**src/rtl/mic1_microsequencer_if.sv**
```systemverilog
// Bus bundle between the MIC-1 microsequencer, its control store and the datapath.
// The master modport is the sequencer side; the slave modport is the store/datapath side.
interface mic1_microsequencer_if #(
    parameter int ADDR_W = 9,
    parameter int WORD_W = 36,
    parameter int MBR_W  = 8
);
    logic              cs_ren;
    logic [ADDR_W-1:0] cs_raddr;
    logic [WORD_W-1:0] cs_rdata;
    logic [WORD_W-1:0] mir;
    logic              mir_valid;
    logic              dp_done;
    logic              alu_n;
    logic              alu_z;
    logic [MBR_W-1:0]  mbr;
    logic              stall;
    logic [ADDR_W-1:0] mpc;
    logic              halted;

    modport master (
        output cs_ren, cs_raddr, mir, mir_valid, mpc, halted,
        input  cs_rdata, dp_done, alu_n, alu_z, mbr, stall
    );

    modport slave (
        input  cs_ren, cs_raddr, mir, mir_valid, mpc, halted,
        output cs_rdata, dp_done, alu_n, alu_z, mbr, stall
    );
endinterface

```
**src/rtl/mic1_microsequencer.sv**
```systemverilog
// MIC-1 microsequencer: fetches from the control store, holds MPC/MIR and
// forms the next MPC by OR-ing JAMN/JAMZ/JMPC contributions into NEXT_ADDRESS.
module mic1_microsequencer #(
    parameter int                ADDR_W     = 9,
    parameter int                WORD_W     = 36,
    parameter int                MBR_W      = 8,
    parameter logic [ADDR_W-1:0] RESET_ADDR = 9'h000
) (
    input logic                   clk,
    input logic                   rst,
    mic1_microsequencer_if.master bus
);
    localparam int NA_LSB   = WORD_W - ADDR_W;
    localparam int JMPC_BIT = NA_LSB - 1;
    localparam int JAMN_BIT = NA_LSB - 2;
    localparam int JAMZ_BIT = NA_LSB - 3;

    typedef enum logic [1:0] {
        FETCH = 2'd0,
        LOAD  = 2'd1,
        EXEC  = 2'd2,
        HALT  = 2'd3
    } state_t;

    state_t            state_q, state_d;
    logic [ADDR_W-1:0] mpc_q, mpc_d;
    logic [WORD_W-1:0] mir_q, mir_d;
    logic              mir_valid_q, mir_valid_d;
    logic              halted_q, halted_d;
    logic              cs_ren_s;
    logic [ADDR_W-1:0] next_addr_s;
    logic              jam_any_s;

    // Branching is pure OR: JAM flags can only set the MSB, MBR only sets low bits.
    function automatic logic [ADDR_W-1:0] branch_target(
        input logic [ADDR_W-1:0] na,
        input logic              jmpc,
        input logic              jamn,
        input logic              jamz,
        input logic              n,
        input logic              z,
        input logic [MBR_W-1:0]  m
    );
        logic [ADDR_W-1:0] t;
        t              = na;
        t[ADDR_W-1]    = t[ADDR_W-1] | (jamn & n) | (jamz & z);
        t[MBR_W-1:0]   = jmpc ? (t[MBR_W-1:0] | m) : t[MBR_W-1:0];
        return t;
    endfunction

    // Next-state, next-MPC and MIR load decisions.
    always_comb begin
        state_d     = state_q;
        mpc_d       = mpc_q;
        mir_d       = mir_q;
        cs_ren_s    = 1'b0;
        jam_any_s   = mir_q[JMPC_BIT] | mir_q[JAMN_BIT] | mir_q[JAMZ_BIT];
        next_addr_s = branch_target(mir_q[WORD_W-1 -: ADDR_W], mir_q[JMPC_BIT],
                                    mir_q[JAMN_BIT], mir_q[JAMZ_BIT],
                                    bus.alu_n, bus.alu_z, bus.mbr);
        case (state_q)
            FETCH: begin
                if (!bus.stall) begin
                    cs_ren_s = 1'b1;
                    state_d  = LOAD;
                end else begin
                    cs_ren_s = 1'b0;
                    state_d  = FETCH;
                end
            end
            LOAD: begin
                mir_d   = bus.cs_rdata;
                state_d = EXEC;
            end
            EXEC: begin
                if (bus.dp_done) begin
                    mpc_d = next_addr_s;
                    // A branch-free jump to itself can never leave; park in HALT.
                    if ((next_addr_s == mpc_q) && !jam_any_s) begin
                        state_d = HALT;
                    end else begin
                        state_d = FETCH;
                    end
                end else begin
                    state_d = EXEC;
                end
            end
            HALT: begin
                state_d = HALT;
            end
            default: begin
                state_d = FETCH;
            end
        endcase
        mir_valid_d = (state_d == EXEC);
        halted_d    = (state_d == HALT);
    end

    // State and output registers with synchronous reset.
    always_ff @(posedge clk) begin
        if (rst) begin
            state_q     <= FETCH;
            mpc_q       <= RESET_ADDR;
            mir_q       <= '0;
            mir_valid_q <= 1'b0;
            halted_q    <= 1'b0;
        end else begin
            state_q     <= state_d;
            mpc_q       <= mpc_d;
            mir_q       <= mir_d;
            mir_valid_q <= mir_valid_d;
            halted_q    <= halted_d;
        end
    end

    assign bus.cs_ren    = cs_ren_s;
    assign bus.cs_raddr  = mpc_q;
    assign bus.mpc       = mpc_q;
    assign bus.mir       = mir_q;
    assign bus.mir_valid = mir_valid_q;
    assign bus.halted    = halted_q;
endmodule

```
**src/flat_wrapper.sv**
```systemverilog
// flat-port wrapper written by rule: the top's interface ports become plain ports
module mic1_microsequencer_flat 
#(
    parameter int                ADDR_W     = 9,
    parameter int                WORD_W     = 36,
    parameter int                MBR_W      = 8,
    parameter logic [ADDR_W-1:0] RESET_ADDR = 9'h000
)
  (clk, rst, bus_cs_ren, bus_cs_raddr, bus_mir, bus_mir_valid, bus_mpc, bus_halted, bus_cs_rdata, bus_dp_done, bus_alu_n, bus_alu_z, bus_mbr, bus_stall);
  mic1_microsequencer_if #(.ADDR_W(ADDR_W), .WORD_W(WORD_W), .MBR_W(MBR_W)) bus_i ();
  input logic clk;
  input logic rst;
  output wire logic [$bits(bus_i.cs_ren)-1:0] bus_cs_ren;
  output wire logic [$bits(bus_i.cs_raddr)-1:0] bus_cs_raddr;
  output wire logic [$bits(bus_i.mir)-1:0] bus_mir;
  output wire logic [$bits(bus_i.mir_valid)-1:0] bus_mir_valid;
  output wire logic [$bits(bus_i.mpc)-1:0] bus_mpc;
  output wire logic [$bits(bus_i.halted)-1:0] bus_halted;
  input wire logic [$bits(bus_i.cs_rdata)-1:0] bus_cs_rdata;
  input wire logic [$bits(bus_i.dp_done)-1:0] bus_dp_done;
  input wire logic [$bits(bus_i.alu_n)-1:0] bus_alu_n;
  input wire logic [$bits(bus_i.alu_z)-1:0] bus_alu_z;
  input wire logic [$bits(bus_i.mbr)-1:0] bus_mbr;
  input wire logic [$bits(bus_i.stall)-1:0] bus_stall;
  assign bus_cs_ren = bus_i.cs_ren;
  assign bus_cs_raddr = bus_i.cs_raddr;
  assign bus_mir = bus_i.mir;
  assign bus_mir_valid = bus_i.mir_valid;
  assign bus_mpc = bus_i.mpc;
  assign bus_halted = bus_i.halted;
  assign bus_i.cs_rdata = bus_cs_rdata;
  assign bus_i.dp_done = bus_dp_done;
  assign bus_i.alu_n = bus_alu_n;
  assign bus_i.alu_z = bus_alu_z;
  assign bus_i.mbr = bus_mbr;
  assign bus_i.stall = bus_stall;
  mic1_microsequencer #(.ADDR_W(ADDR_W), .WORD_W(WORD_W), .MBR_W(MBR_W), .RESET_ADDR(RESET_ADDR)) u_core (.clk(clk), .rst(rst), .bus(bus_i));
endmodule
```
**config.mk**
```make
export PLATFORM = sky130hd
export DESIGN_NAME = mic1_microsequencer_flat
export DESIGN_NICKNAME = d
export VERILOG_FILES = /design/src/rtl/mic1_microsequencer_if.sv /design/src/rtl/mic1_microsequencer.sv /design/src/flat_wrapper.sv
export SDC_FILE = /design/constraint.sdc
export NUM_CORES = 1
export LEC_CHECK = 0
export CORE_MARGIN = 2
export CORE_UTILIZATION = 35
export DETAILED_ROUTE_END_ITERATION = 8
export PLACE_DENSITY = 0.88
export SLEW_MARGIN = 20
export SYNTH_ARGS = -nofsm -noshare
export SYNTH_HDL_FRONTEND = slang
export SYNTH_SLANG_ARGS = --single-unit
export TNS_END_PERCENT = 30
```
**constraint.sdc**
```tcl
create_clock -name clk -period 1.4 [get_ports clk]
set_input_delay 0.14 -clock clk [delete_from_list [all_inputs] [get_ports clk]]
set_output_delay 0.14 -clock clk [all_outputs]
set_load 0.1 [all_outputs]
```
==> metrics.txt <==
status=finished with violations; failing checks=setup timing; Crit Path Max Fanout=2; largest net degree at the start of global routing=38; Core ar.=5440 sq um; number of setup violations in the final report=3; post-synthesis sequential area ratio=0.501; H-tree levels=2; most frequent cells in the layout=73 x nand2_1, 60 x buf_12, 48 x clkdlybuf4s50_1, 45 x a21oi_1, 28 x dfxtp_1; vias in the first global route=2000; hold_buf cts=0; Syn Nets=289; final worst slack=-0.0284 ns; CP startpoint kind=flip-flop; WL final=5.94 mm; CTS tree=yes; Crit-path slowest cell=or4_4; FP Rows=27; PwrDens=1210 nW/um^2; Switching Share=0.410; Final Hold Vio Count=0; WL/cell=14.4 um; die area=6210 sq um; Clock Power Share=0.182; drt pass-1 iters=4; leakage power=0.00141 uW; internal power=2750 uW; post-route ant nets=0; Clock Pin Slew Worst Setup and Hold Paths=0.08 ns; Max Clk Rate=700 MHz; chip height=78.8 um; Placer Congestion=0.847; minimum clock period=1.43 ns; Setup crit end kind=flip-flop; Synth cell types=25; warning count from the yosys run=0; Residual DRC=0; Initial Utilization=0.360; Nets=390; WP data arrival=1.65 ns; Worst Clk Skew=0.00746 ns; GRT Total Usage=0.204; max-slew violation count=0; Overall Power=4660 uW; via count=1980; ratio of cells with drive above 1 in the final layout=0.320; CP peak stage delay=0.43 ns; cell area after synthesis=1960 sq um; IO Pins=107; area growth from synthesis to layout=96.1%; Setup Crit Path Kind=flip-flop to flip-flop; GRT overflow=0; initial antenna violation count=0; Final Cycle Share=1.02; Seq cells post-synth=49; clock buffer depth=2; Psw=1910 uW; DR iter-0 viols=96; n_diodes=0; syn_area_per_cell=8.19 sq um; max_slew headroom=0.768; Worst-Skew Late Latency=0.30 ns; I/O Buffers=106; sequential fraction of design power=0.359; Setup Buffers After CTS=0; commonest non-fill, non-tap cell in the layout=nand2_1; max-cap viol count=0; CP required=1.62 ns; DP HPWL=4.62 mm; Post-Place Worst Slack=-0.282 ns; Synth Instances=239; CTS Buf Count=5; CTS sink count=49; worst slew pin tran=0.348 ns; via/cell ratio=4.79; clk root buf=clkbuf_8; critical path cell sequence=xor2_1, or4_4, nor4_4, nand4_1, o21ai_0; first-pass GRT wire length=9.96 mm; HP Class=input pin to flip-flop; Comb pwr share=0.459; Peak VDD IR=0.753 mV; RSZ-0062 raised after global routing=yes; Die X=78.8 um
==> per-stage QoR <==
step	hold slack [ns]	instances	TNS (ns)	utilization	cell area, sq um
after detailed placement	0.486	405	-1.75	0.687	3740
after global placement	0.474	405	-1.12	0.687	3740
after floorplan	0.266	239	-0.294	-	2040
after global routing	0.234	413	-0.559	0.706	3840
after CTS	0.206	413	-0.0497	0.706	3840
final	0.211	413	-0.0496	0.706	3840
==> power groups by stage <==
stage | combinational [uW] | sequential [uW] | clock (uW)
6_report | 2140 | 1670 | 850
3_3_place_gp | 2110 | 1690 | 0
2_1_floorplan | 622 | 2360 | 0
5_1_grt | 2230 | 1690 | 941
4_1_cts | 2150 | 1670 | 874
3_5_place_dp | 2140 | 1700 | 0
==> layout make-up <==
| class | instances | area (sq um) |
|---|---|---|
| sequential | 49 | 1020 |
| tap | 72 | 90.1 |
| clock buffer | 8 | 90.1 |
| timing repair buffer | 121 | 1780 |
| fill | 392 | 1600 |
| multi-input combinational | 162 | 860 |
| inverter | 1 | 3.75 |
==> cell families (layout without fill, tap and decap cells) <==
kind of cell / Yosys count / after routing / share of synthesized area
flops: 49 / 49 / 0.501
buf+inv: 28 / 130 / 0.0831
compound gates: 60 / 60 / 0.170
xor+xnor: 9 / 9 / 0.0403
simple gates: 93 / 93 / 0.206
==> flip-flops by register name, indices dropped and copies added (netlist names) <==
name and cells:
u_core.bus.mir_valid 1, u_core.bus.mir 36, u_core.bus.cs_raddr 9, u_core.state_q 2
u_core.bus.halted 1
==> critical path: cells and delay by family, from the launching register on <==
kind / cells / cell delay [ns]
AND/OR/NAND/NOR: 3 / 0.74
flip-flops: 1 / 0.35
XOR/XNOR: 1 / 0.15
AO/OA/AOI/OAI: 1 / 0.11
==> synth_stat cells, drive strengths merged <==
library cell	count	area [sq um]
nor3	2	10.0
buf	20	131
xor2	1	8.76
o21ai	3	15.0
xnor2	8	70.1
nand2	73	274
nor2	9	33.8
nand2b	1	6.26
nand3	1	5.00
or4	1	7.51
nor4b	1	15.0
nand3b	1	7.51
nand4	1	6.26
a211oi	9	67.6
clkbuf	7	27.5
nor2b	1	6.26
nor3b	1	18.8
inv	1	3.75
a21oi	47	235
a221oi	1	15.0
nor4	1	12.5
dfxtp	49	981
==> path summary, 6_finish.rpt <==
path                 startpoint                 end  slack (ns)  depth (start not counted)
max reg2reg  u_core.bus.mir[28]   u_core.bus.halted       -0.03                          5
max          u_core.bus.mir[28]   u_core.bus.halted       -0.03                          5
min                         rst   u_core.state_q[1]        0.21                          4
min reg2reg  u_core.bus.mir[22]  u_core.bus.mir[22]        0.49                          2
==> metal layers <==
layer	vias up	routed length, um	global-route usage
li1	982	-	-
met4	0	131	0.0684
met2	69	3080	0.348
met5	-	0	0
met3	12	318	0.0500
met1	917	2410	0.252
==> timing repair <==
item	4_1_cts	5_1_grt
resized for setup	2	0
endpoints found under the hold margin	0	0
setup endpoints to repair	4	4
pin swaps	1	0
Note: power is estimated with default switching activity, not from simulation.
